[config.mk]
export PLATFORM = sky130hd
export DESIGN_NAME = mac_dot_sequencer_flat
export DESIGN_NICKNAME = d
export VERILOG_FILES = /design/src/rtl/mac_dot_sequencer_if.sv /design/src/rtl/mac_dot_sequencer.sv /design/src/flat_wrapper.sv
export SDC_FILE = /design/constraint.sdc
export NUM_CORES = 1
export LEC_CHECK = 0
export BUFFER_PORTS_ARGS = -buffer_cell sky130_fd_sc_hd__buf_2
export CORE_ASPECT_RATIO = 1.4
export CORE_MARGIN = 1.5
export CORE_UTILIZATION = 35
export CTS_CLUSTER_SIZE = 8
export DETAILED_ROUTE_END_ITERATION = 10
export MAX_ROUTING_LAYER = met4
export PLACE_DENSITY_LB_ADDON = 0.2
export SETUP_SLACK_MARGIN = 0.4
export SYNTH_ARGS = -nofsm -noshare
export SYNTH_HDL_FRONTEND = slang
export SYNTH_SLANG_ARGS = --single-unit
[constraint.sdc]
create_clock -name clk -period 1.9 [get_ports clk]
set_clock_uncertainty 0.1 [all_clocks]
set_input_delay 0.095 -clock clk [delete_from_list [all_inputs] [get_ports clk]]
set_output_delay 0.095 -clock clk [all_outputs]
set_load 0.1 [all_outputs]
[src/rtl/mac_dot_sequencer_if.sv]
// Bundle of every handshake between the dot-product sequencer, its operand source,
// the MAC unit it drives and the consumer of the finished sum.
interface mac_dot_sequencer_if #(
   parameter int DATA_WIDTH = 8,
   parameter int ACC_WIDTH  = 32,
   parameter int LEN_WIDTH  = 8
);
   logic                  start;
   logic [LEN_WIDTH-1:0]  vec_len;
   logic                  busy;

   logic                  in_valid;
   logic                  in_ready;
   logic [DATA_WIDTH-1:0] in_a;
   logic [DATA_WIDTH-1:0] in_b;

   logic [DATA_WIDTH-1:0] mac_operand_a;
   logic [DATA_WIDTH-1:0] mac_operand_b;
   logic [ACC_WIDTH-1:0]  mac_acc_in;
   logic                  mac_valid;
   logic                  mac_rst_acc;
   logic [ACC_WIDTH-1:0]  mac_acc_out;
   logic                  mac_done;

   logic                  res_valid;
   logic                  res_ready;
   logic [ACC_WIDTH-1:0]  res_data;
   logic                  res_err;

   // master is the sequencer itself; slave is everything around it
   modport master (
      input  start, vec_len, in_valid, in_a, in_b, mac_acc_out, mac_done, res_ready,
      output busy, in_ready, mac_operand_a, mac_operand_b, mac_acc_in,
             mac_valid, mac_rst_acc, res_valid, res_data, res_err
   );

   modport slave (
      output start, vec_len, in_valid, in_a, in_b, mac_acc_out, mac_done, res_ready,
      input  busy, in_ready, mac_operand_a, mac_operand_b, mac_acc_in,
             mac_valid, mac_rst_acc, res_valid, res_data, res_err
   );
endinterface

[src/rtl/mac_dot_sequencer.sv]
// Dot-product sequencer: streams operand pairs into a single MAC unit one at a time,
// threads the returned accumulator back in, and presents the final (or partial) sum.
module mac_dot_sequencer #(
   parameter int DATA_WIDTH = 8,
   parameter int ACC_WIDTH  = 32,
   parameter int LEN_WIDTH  = 8,
   parameter int TIMEOUT    = 16
) (
   input logic                clk,
   input logic                rst_n,
   mac_dot_sequencer_if.master seq_if
);

   localparam int TIMER_WIDTH = (TIMEOUT > 1) ? $clog2(TIMEOUT) : 1;
   localparam logic [TIMER_WIDTH-1:0] TIMER_LAST = TIMER_WIDTH'(TIMEOUT - 1);

   typedef enum logic [2:0] {
      IDLE,
      FETCH,
      ISSUE,
      WAIT,
      OUT
   } state_e;

   state_e                 state_q, state_d;
   logic [LEN_WIDTH-1:0]   len_q, len_d;
   logic [LEN_WIDTH-1:0]   count_q, count_d;
   logic [LEN_WIDTH-1:0]   count_inc;
   logic [TIMER_WIDTH-1:0] timer_q, timer_d;
   logic [DATA_WIDTH-1:0]  op_a_q, op_a_d;
   logic [DATA_WIDTH-1:0]  op_b_q, op_b_d;
   logic [ACC_WIDTH-1:0]   acc_q, acc_d;
   logic                   err_q, err_d;

   always_ff @(posedge clk or negedge rst_n) begin
      if (!rst_n) begin
         state_q <= IDLE;
         len_q   <= '0;
         count_q <= '0;
         timer_q <= '0;
         op_a_q  <= '0;
         op_b_q  <= '0;
         acc_q   <= '0;
         err_q   <= 1'b0;
      end else begin
         state_q <= state_d;
         len_q   <= len_d;
         count_q <= count_d;
         timer_q <= timer_d;
         op_a_q  <= op_a_d;
         op_b_q  <= op_b_d;
         acc_q   <= acc_d;
         err_q   <= err_d;
      end
   end

   always_comb begin
      state_d   = state_q;
      len_d     = len_q;
      count_d   = count_q;
      timer_d   = timer_q;
      op_a_d    = op_a_q;
      op_b_d    = op_b_q;
      acc_d     = acc_q;
      err_d     = err_q;
      count_inc = count_q + LEN_WIDTH'(1);

      case (state_q)
         IDLE: begin
            if (seq_if.start) begin
               acc_d = '0;
               err_d = 1'b0;
               if (seq_if.vec_len != '0) begin
                  len_d   = seq_if.vec_len;
                  count_d = '0;
                  state_d = FETCH;
               end else begin
                  state_d = OUT;
               end
            end
         end

         FETCH: begin
            if (seq_if.in_valid) begin
               op_a_d  = seq_if.in_a;
               op_b_d  = seq_if.in_b;
               state_d = ISSUE;
            end
         end

         ISSUE: begin
            timer_d = '0;
            state_d = WAIT;
         end

         // A completion arriving on the timeout cycle still counts as a good result
         WAIT: begin
            if (seq_if.mac_done) begin
               acc_d   = seq_if.mac_acc_out;
               count_d = count_inc;
               state_d = (count_inc == len_q) ? OUT : FETCH;
            end else if (timer_q == TIMER_LAST) begin
               err_d   = 1'b1;
               state_d = OUT;
            end else begin
               timer_d = timer_q + TIMER_WIDTH'(1);
            end
         end

         OUT: begin
            if (seq_if.res_ready) begin
               state_d = IDLE;
            end
         end

         default: begin
            state_d = IDLE;
         end
      endcase
   end

   // Operands and running sum come straight from registers so they stay put through WAIT
   assign seq_if.busy          = (state_q != IDLE);
   assign seq_if.in_ready      = (state_q == FETCH);
   assign seq_if.mac_valid     = (state_q == ISSUE);
   assign seq_if.mac_rst_acc   = (state_q == ISSUE) && (count_q == '0);
   assign seq_if.mac_operand_a = op_a_q;
   assign seq_if.mac_operand_b = op_b_q;
   assign seq_if.mac_acc_in    = acc_q;
   assign seq_if.res_valid     = (state_q == OUT);
   assign seq_if.res_data      = acc_q;
   assign seq_if.res_err       = err_q;

endmodule
[src/flat_wrapper.sv]
// flat-port wrapper written by rule: the top's interface ports become plain ports
module mac_dot_sequencer_flat 
#(
   parameter int DATA_WIDTH = 8,
   parameter int ACC_WIDTH  = 32,
   parameter int LEN_WIDTH  = 8,
   parameter int TIMEOUT    = 16
)
  (clk, rst_n, seq_if_start, seq_if_vec_len, seq_if_in_valid, seq_if_in_a, seq_if_in_b, seq_if_mac_acc_out, seq_if_mac_done, seq_if_res_ready, seq_if_busy, seq_if_in_ready, seq_if_mac_operand_a, seq_if_mac_operand_b, seq_if_mac_acc_in, seq_if_mac_valid, seq_if_mac_rst_acc, seq_if_res_valid, seq_if_res_data, seq_if_res_err);
  mac_dot_sequencer_if #(.DATA_WIDTH(DATA_WIDTH), .ACC_WIDTH(ACC_WIDTH), .LEN_WIDTH(LEN_WIDTH)) seq_if_i ();
  input logic clk;
  input logic rst_n;
  input wire logic [$bits(seq_if_i.start)-1:0] seq_if_start;
  input wire logic [$bits(seq_if_i.vec_len)-1:0] seq_if_vec_len;
  input wire logic [$bits(seq_if_i.in_valid)-1:0] seq_if_in_valid;
  input wire logic [$bits(seq_if_i.in_a)-1:0] seq_if_in_a;
  input wire logic [$bits(seq_if_i.in_b)-1:0] seq_if_in_b;
  input wire logic [$bits(seq_if_i.mac_acc_out)-1:0] seq_if_mac_acc_out;
  input wire logic [$bits(seq_if_i.mac_done)-1:0] seq_if_mac_done;
  input wire logic [$bits(seq_if_i.res_ready)-1:0] seq_if_res_ready;
  output wire logic [$bits(seq_if_i.busy)-1:0] seq_if_busy;
  output wire logic [$bits(seq_if_i.in_ready)-1:0] seq_if_in_ready;
  output wire logic [$bits(seq_if_i.mac_operand_a)-1:0] seq_if_mac_operand_a;
  output wire logic [$bits(seq_if_i.mac_operand_b)-1:0] seq_if_mac_operand_b;
  output wire logic [$bits(seq_if_i.mac_acc_in)-1:0] seq_if_mac_acc_in;
  output wire logic [$bits(seq_if_i.mac_valid)-1:0] seq_if_mac_valid;
  output wire logic [$bits(seq_if_i.mac_rst_acc)-1:0] seq_if_mac_rst_acc;
  output wire logic [$bits(seq_if_i.res_valid)-1:0] seq_if_res_valid;
  output wire logic [$bits(seq_if_i.res_data)-1:0] seq_if_res_data;
  output wire logic [$bits(seq_if_i.res_err)-1:0] seq_if_res_err;
  assign seq_if_i.start = seq_if_start;
  assign seq_if_i.vec_len = seq_if_vec_len;
  assign seq_if_i.in_valid = seq_if_in_valid;
  assign seq_if_i.in_a = seq_if_in_a;
  assign seq_if_i.in_b = seq_if_in_b;
  assign seq_if_i.mac_acc_out = seq_if_mac_acc_out;
  assign seq_if_i.mac_done = seq_if_mac_done;
  assign seq_if_i.res_ready = seq_if_res_ready;
  assign seq_if_busy = seq_if_i.busy;
  assign seq_if_in_ready = seq_if_i.in_ready;
  assign seq_if_mac_operand_a = seq_if_i.mac_operand_a;
  assign seq_if_mac_operand_b = seq_if_i.mac_operand_b;
  assign seq_if_mac_acc_in = seq_if_i.mac_acc_in;
  assign seq_if_mac_valid = seq_if_i.mac_valid;
  assign seq_if_mac_rst_acc = seq_if_i.mac_rst_acc;
  assign seq_if_res_valid = seq_if_i.res_valid;
  assign seq_if_res_data = seq_if_i.res_data;
  assign seq_if_res_err = seq_if_i.res_err;
  mac_dot_sequencer #(.DATA_WIDTH(DATA_WIDTH), .ACC_WIDTH(ACC_WIDTH), .LEN_WIDTH(LEN_WIDTH), .TIMEOUT(TIMEOUT)) u_core (.clk(clk), .rst_n(rst_n), .seq_if(seq_if_i));
endmodule
**Word level (Yosys, flattened, before mapping)**

Index checks and enable logic that the tools add are counted.

- Multiplexer cells: 22
- $add $sub $neg: 2
- Equality and inequality tests: 15
- Reductions and logical operators: 14

Operators with widths:

| operator | count |
|---|---|
| 2-to-1 mux 32 bit | 2 |
| case mux 32 bit (2 select lines) | 1 |
| 2-to-1 mux 8 bit | 3 |
| 2-to-1 mux 3 bit | 7 |
| case mux 8 bit (2 select lines) | 1 |
| case mux 3 bit (5 select lines) | 1 |
| inequality test 2 bit (second input constant) | 6 |
| AND reduction 4 bit | 3 |
| AND reduction 3 bit | 3 |
| adder 8 x 1 -> 8 bit (second input constant) | 1 |
| equality test 8 bit | 1 |
| logical NOT 8 bit | 1 |
| 2-to-1 mux 4 bit | 2 |
| case mux 4 bit (2 select lines) | 1 |
| nonzero test 8 bit | 1 |
| equality test 3 x 2 -> 1 bit (second input constant) | 2 |
| adder 4 x 1 -> 4 bit (second input constant) | 1 |
| equality test 4 bit (second input constant) | 1 |
| inequality test 2 x 1 -> 1 bit (second input constant) | 2 |
| nonzero test 2 bit | 2 |
| equality test 3 x 1 -> 1 bit (second input constant) | 1 |
| equality test 3 bit (second input constant) | 1 |
| logical NOT 3 bit | 1 |
| 2-to-1 mux 1 bit | 3 |
| other kinds (5) | 5 |

- Bits of input ports: 62
- Bits in registers: 72

**Logic depth before layout (Yosys ltp)**

Gate-level depths: netlist of the first run.

- Depth after elaboration: 5
- Depth in mapped cells: 7
- Mapped depth without buffers: 6

**Least setup slack after synthesis of the first run**

No wires, ideal clock.

- Path kind: register to output
- Start: register u_core.state_q[1]
- End: output port seq_if_mac_rst_acc
- Buffers on the path: 1
- Arrival: 4.987 ns
- Cell stages (with the launch flop): 6
- Required time: 1.705 ns
- Slack: -3.282 ns
- Cells stage by stage: dfrtp_1 buf_4 nand2b_1 nor2_1 nand2_1 nor4_1

- Cells in the longest elaborated chain, start to end: 2

RTL lines:

| what | RTL line | text |
|---|---|---|
| from (decl) | mac_dot_sequencer.sv:25 | `state_e state_q, state_d;` |
| from (signal assigned) | mac_dot_sequencer.sv:46 | `state_q <= state_d;` |
| equality test 3 x 2 -> 1 bit | -- |  |
| net seq_if_mac_valid | flat_wrapper.sv:26 | `output wire logic [$bits(seq_if_i.mac_valid)-1:0] seq_if_mac_valid;` |
| logical AND 1 bit | mac_dot_sequencer.sv:126 | `assign seq_if.mac_rst_acc = (state_q == ISSUE) && (count_q == '0);` |
| to (decl) | flat_wrapper.sv:27 | `output wire logic [$bits(seq_if_i.mac_rst_acc)-1:0] seq_if_mac_rst_acc;` |

The timed path passes the listed nets, and every way through them passes these cells.

**Worst setup path after layout of the first run**

- Start: register u_core.count_q[1]
- End: output port seq_if_mac_rst_acc

- Cells in the longest elaborated chain, start to end: 2

RTL lines:

| what | RTL line | text |
|---|---|---|
| from (decl) | mac_dot_sequencer.sv:27 | `logic [LEN_WIDTH-1:0] count_q, count_d;` |
| from (signal assigned) | mac_dot_sequencer.sv:48 | `count_q <= count_d;` |
| logical NOT 8 bit | mac_dot_sequencer.sv:126 |  |
| logical AND 1 bit | mac_dot_sequencer.sv:126 |  |

Every way passes these cells.

==> flow_summary.json, run 1 <==
{
  "fillCellCount": 727,
  "syn_area_per_cell_um2": 9.79,
  "clock_sinks": 72,
  "mostFrequentLayoutCell": "buf_2",
  "final-max-slew-violation-count": 0,
  "clk_path_buf_depth": 2,
  "tns_ps": 0,
  "cts_max_level": 3,
  "crit_slowest_cell": "dfrtp_1",
  "min_period_over_period": 0.997,
  "grt-ovfl-total": 0,
  "cp_top_family": "simple AND/OR/NAND/NOR gates",
  "worst-path-buf-inv": 2,
  "cts_tree": "done",
  "fp.coreArea_um2": 9950,
  "cp.required_ps": 1700,
  "crit_path_end": "seq_if_mac_rst_acc",
  "synthCells": 367,
  "viasPerCell": 4.84,
  "nets": 657,
  "syn_nets": 432,
  "start_util": 0.361,
  "netlist_area_um2": 3590,
  "critPathArrivalTime_ps": 1700,
  "vias": 3541,
  "critPathKind": "reg2out",
  "clock_latency_ps": 330,
  "startpoint_type": "flop",
  "finalWirelength_mm": 11.8,
  "reg2reg_to": "u_core.seq_if.mac_operand_a[6]",
  "rows": 43,
  "ys_ff_latch": 72,
  "period_needed_ps": 1890,
  "rr_startpoint": "u_core.state_q[2]",
  "hold_path.class": "in2reg",
  "yosysWarningCount": 0,
  "numCtsBuffers": 9,
  "outcome": "complete, no violations",
  "die_area_um2": 10900,
  "drc": 0,
  "ios": 148,
  "rsz0062_at_grt": "yes",
  "initialDrtViolationCount": 166,
  "final_cells": 732,
  "syn2layout_area_growth_pct": 85.3,
  "hold_violations": 0,
  "die_w_um": 88.6,
  "cp_num_cells": 6,
  "grt_max_degree": 73,
  "dieHeight_um": 123,
  "clk_pin_slew_ps": 60,
  "routedWlPerCell_um": 16.1,
  "setup.worst_path.end_class": "primary output",
  "max_freq_mhz": 528,
  "ant_nets": 0,
  "path_max_fanout": 2,
  "cpPeakStageDelay_ps": 400,
  "io_buffers": 147,
  "cts_root_buf": "clkbuf_16",
  "drv_cap": 0,
  "worstSetupStartpoint": "u_core.count_q[1]",
  "dp_cells": 611,
  "dpl-instance-area_um2": 4520,
  "worst-slew-pin-transition_ps": 500,
  "async_flop_share": 1.00,
  "synth_cell_types": 40,
  "ys.flop_type": "dfrtp_1",
  "path_cells": "inv_2 -> ha_4 -> nor4b_4 -> nand2_2 -> nor4_4 -> buf_12",
  "relSlewSlack": 0.663,
  "grt_usage": 0.196,
  "reg2reg_slack_ps": 80,
  "place_congestion": 0.818,
  "synth-edff-count": 0,
  "dpl.hpwl_mm": 6.02,
  "diodes": 0,
  "grt_pass1_vias": 3381,
  "ys_seq_area_frac": 0.502,
  "postLayoutCellArea_um2": 6660,
  "dr.pass1.iters": 4,
  "mostFrequentLayoutCells": "142 x buf_2, 57 x dlygate4sd3_1, 39 x nand2_1",
  "antenna_found_initial": 0,
  "drive_gt1_frac": 0.663,
  "setup_violations": 0,
  "r2r_cells": 7,
  "grt_first_pass_wirelength_mm": 15.8
}
registers in the layout, summed over array words and instances, names as in the netlist:
register,cells
u_core.len_q,8
u_core.seq_if.res_err,1
u_core.state_q,3
u_core.count_q,8
u_core.seq_if.mac_operand_b,8
u_core.seq_if.mac_operand_a,8
u_core.seq_if.mac_acc_in,32
u_core.timer_q,4
worst register-to-register path: cells and delay by family (launching register included):
kind / cells / cell delay, ps
mux: 1 / 310
buf+inv: 4 / 500
flops: 1 / 400
simple gates: 2 / 400
layout make-up:
cell class / count / area, µm² / share of cell area
sequential: 72 / 1850 / 0.277
clock buffer: 10 / 239 / 0.0359
timing repair buffer: 267 / 2170 / 0.327
tap: 135 / 169 / 0.0254
clock inverter: 6 / 66.3 / 0.00996
multi-input combinational: 238 / 2150 / 0.322
inverter: 4 / 17.5 / 0.00263
cell usage after synthesis (all sizes together), types with 3 or more instances:
| cell | number | area [µm²] |
|---|---|---|
| clkbuf | 12 | 46.3 |
| o31ai | 4 | 30.0 |
| nor3 | 6 | 35.0 |
| xnor2 | 11 | 96.3 |
| inv | 4 | 15.0 |
| buf | 41 | 302 |
| o21ai | 53 | 265 |
| nand2 | 81 | 304 |
| dfrtp | 72 | 1800 |
| mux2 | 24 | 293 |
| nor4 | 3 | 18.8 |
| nand3 | 7 | 35.0 |
| ha | 3 | 37.5 |
| nor3b | 3 | 32.5 |
| xor2 | 3 | 26.3 |
| nor2 | 16 | 62.6 |
worst min-delay path by stage:
stage | to | start | slack, ps | cells after the start
6_report | u_core.state_q[1] | seq_if_in_valid | 110 | 3
3_5_place_dp | u_core.state_q[2] | rst_n | 60 | 2
2_1_floorplan | u_core.count_q[0] | rst_n | -300 | 0
4_1_cts | u_core.seq_if.res_err | seq_if_start | 40 | 4
5_1_grt | u_core.state_q[1] | seq_if_in_valid | 110 | 3
3_3_place_gp | u_core.state_q[0] | rst_n | 50 | 2
cells by family after synthesis:
family / synth area share
AO/OA/AOI/OAI: 0.110
XOR/XNOR: 0.0341
adder cells (fa/ha/maj): 0.0105
buffers and inverters: 0.101
flip-flops: 0.502
multiplexers: 0.0815
AND/OR/NAND/NOR: 0.161
what timing repair did:
item / in CTS / in global routing
setup endpoints to repair: 75 / 75
endpoints found under the hold margin: 128 / 0
cloned: 5 / 2
resized for setup: 103 / 140
pin swaps: 26 / 68
buffers inserted: 33 / 8
hold buffers: 57 / 0
layer usage:
metal | track usage | wire length, µm | vias to the layer above
met5 | - | 0 | -
met4 | 0.0957 | 380 | 0
met3 | 0.0397 | 364 | 29
met2 | 0.336 | 6620 | 109
met1 | 0.214 | 4390 | 1741
li1 | - | - | 1662
through the flow:
step                hold slack, ps  utilization  setup slack [ps]
floorplan                     -301            -              -696
global placement              52.5        0.454              -166
detailed placement            59.2        0.454              -233
CTS                           35.2        0.606              55.9
global route                   109        0.669             -43.1
finish                         107        0.669              5.48
Power of run 1 is left out: the tool's default activity adds up to more than one toggle a clock period on the data nets, which glitch-free logic cannot reach.
==> run 2, diff against run 1 <==
==> constraint.sdc (replaced) <==
create_clock -name clk -period 2.2 [get_ports clk]
set_clock_uncertainty 0.1 [all_clocks]
set_input_delay 0.11 -clock clk [delete_from_list [all_inputs] [get_ports clk]]
set_output_delay 0.11 -clock clk [all_outputs]
set_load 0.1 [all_outputs]
==> flow_summary.json, run 2 (synthesis results as in run 1) <==
{
  "outcome": "complete, no violations",
  "viasPerCell": 4.65,
  "diodes": 0,
  "fin_hold_ws_ps": 51.8,
  "largest_reg_flops": 32,
  "ant_nets": 0,
  "start_util": 0.361,
  "cts_root_buf": "clkbuf_16",
  "nets": 615,
  "path_max_fanout": 2,
  "hp-start": "seq_if_in_valid",
  "vias": 3201,
  "drive_gt1_frac": 0.424,
  "relSlewSlack": 0.662,
  "mostFrequentLayoutCells": "140 x buf_2, 79 x nand2_1, 68 x dfrtp_1",
  "initialDrtViolationCount": 94,
  "grt_first_pass_wirelength_mm": 14.7,
  "setup.worst_path.end_class": "primary output",
  "mostFrequentLayoutCell": "buf_2",
  "routedWlPerCell_um": 14.1,
  "fillCellCount": 882,
  "ios": 148,
  "setup_violations": 0,
  "clock_latency_ps": 330,
  "worst-slew-pin-transition_ps": 510,
  "drc": 0,
  "clk_pin_slew_ps": 60,
  "final-max-slew-violation-count": 0,
  "drv_cap": 0,
  "clk_path_buf_depth": 2,
  "hold_path.class": "in2reg",
  "place_congestion": 0.813,
  "die_area_um2": 10900,
  "grt-ovfl-total": 0,
  "clock_sinks": 72,
  "cp.required_ps": 1990,
  "period_needed_ps": 1860,
  "cts_max_level": 3,
  "postLayoutCellArea_um2": 5470,
  "dieHeight_um": 123,
  "numCtsBuffers": 9,
  "critPathArrivalTime_ps": 1650,
  "cts_tree": "done",
  "antenna_found_initial": 0,
  "dpl-instance-area_um2": 4350,
  "whs_endpoint": "u_core.state_q[1]",
  "grt_usage": 0.181,
  "rsz0062_at_grt": "yes",
  "dpl.hpwl_mm": 6.32,
  "rows": 43,
  "r2r_cells": 6,
  "critPathKind": "reg2out",
  "startpoint_type": "flop",
  "finalWirelength_mm": 9.72,
  "die_w_um": 88.6,
  "syn2layout_area_growth_pct": 52.3,
  "hold_violations": 0,
  "dr.pass1.iters": 5,
  "fp.coreArea_um2": 9950,
  "io_buffers": 147,
  "grt_max_degree": 65,
  "reg2reg_slack_ps": 450,
  "min_path_cells": 3,
  "reg2reg_to": "u_core.count_q[5]",
  "rr_startpoint": "u_core.state_q[1]",
  "min_period_over_period": 0.847,
  "grt_pass1_vias": 3079,
  "max_freq_mhz": 537
}
run 2: changes by cell type in the layout (fill, tap and decap cells not counted), moves of 27 or more:
cell     previous run  this run
dfrtp_1            37        68
dfrtp_2            35         4
nand2_1            39        79
nand2_4            27         0
o21ai_0             5        45
o21ai_2            27         0
run 2: final cells by class:
cell class | count | area [µm²] | area share
flip-flops and latches | 72 | 1810 | 0.330
repair buffers | 225 | 1570 | 0.287
clock inverters | 5 | 56.3 | 0.0103
well taps | 135 | 169 | 0.0309
multi-input cells | 238 | 1610 | 0.295
clock buffers | 10 | 239 | 0.0437
inverters | 4 | 15.0 | 0.00274
run 2: worst max path at each step:
stage | from | to | slack [ps] | cells past startpoint
finish | u_core.count_q[0] | seq_if_mac_rst_acc | 340 | 6
global route | u_core.count_q[0] | seq_if_mac_rst_acc | 270 | 6
CTS | u_core.count_q[1] | seq_if_mac_rst_acc | 340 | 6
detailed placement | u_core.state_q[2] | u_core.count_q[7] | 320 | 6
global placement | u_core.state_q[2] | u_core.count_q[7] | 370 | 6
floorplan | u_core.state_q[1] | seq_if_mac_rst_acc | -410 | 5
run 2: worst max-delay path, cell delays in order, from the launching register on:
cell and delay (ps):
dfrtp_2 410, inv_1 60, ha_2 150, nor4b_4 200, nand2_2 90, nor4_4 190
buf_12 210
run 2: metrics by stage:
| stage | cells | TNS (ps) | util | worst slack, ps |
|---|---|---|---|---|
| 2_1_floorplan | 367 | -3450 | - | -411 |
| 3_3_place_gp | 607 | 0 | 0.437 | 368 |
| 3_5_place_dp | 607 | 0 | 0.437 | 317 |
| 4_1_cts | 684 | 0 | 0.532 | 340 |
| 5_1_grt | 689 | 0 | 0.550 | 266 |
| 6_report | 689 | 0 | 0.550 | 338 |
run 2: timing repair:
action                                 in CTS  in global routing
setup endpoints to repair                  13                 35
endpoints found under the hold margin     128                  0
resized for setup                          11                 43
gates cloned                                0                  2
buffers inserted                            5                  3
hold buffers                               57                  0
pin swaps                                   1                  3
run 2: routing by layer:
layer	up-vias	GRT usage	wire (µm)
li1	1570	-	-
met1	1512	0.207	4000
met2	104	0.316	5180
met3	15	0.0323	365
met4	0	0.0625	173
met5	-	-	0
Power of run 2 is left out for the same reason.
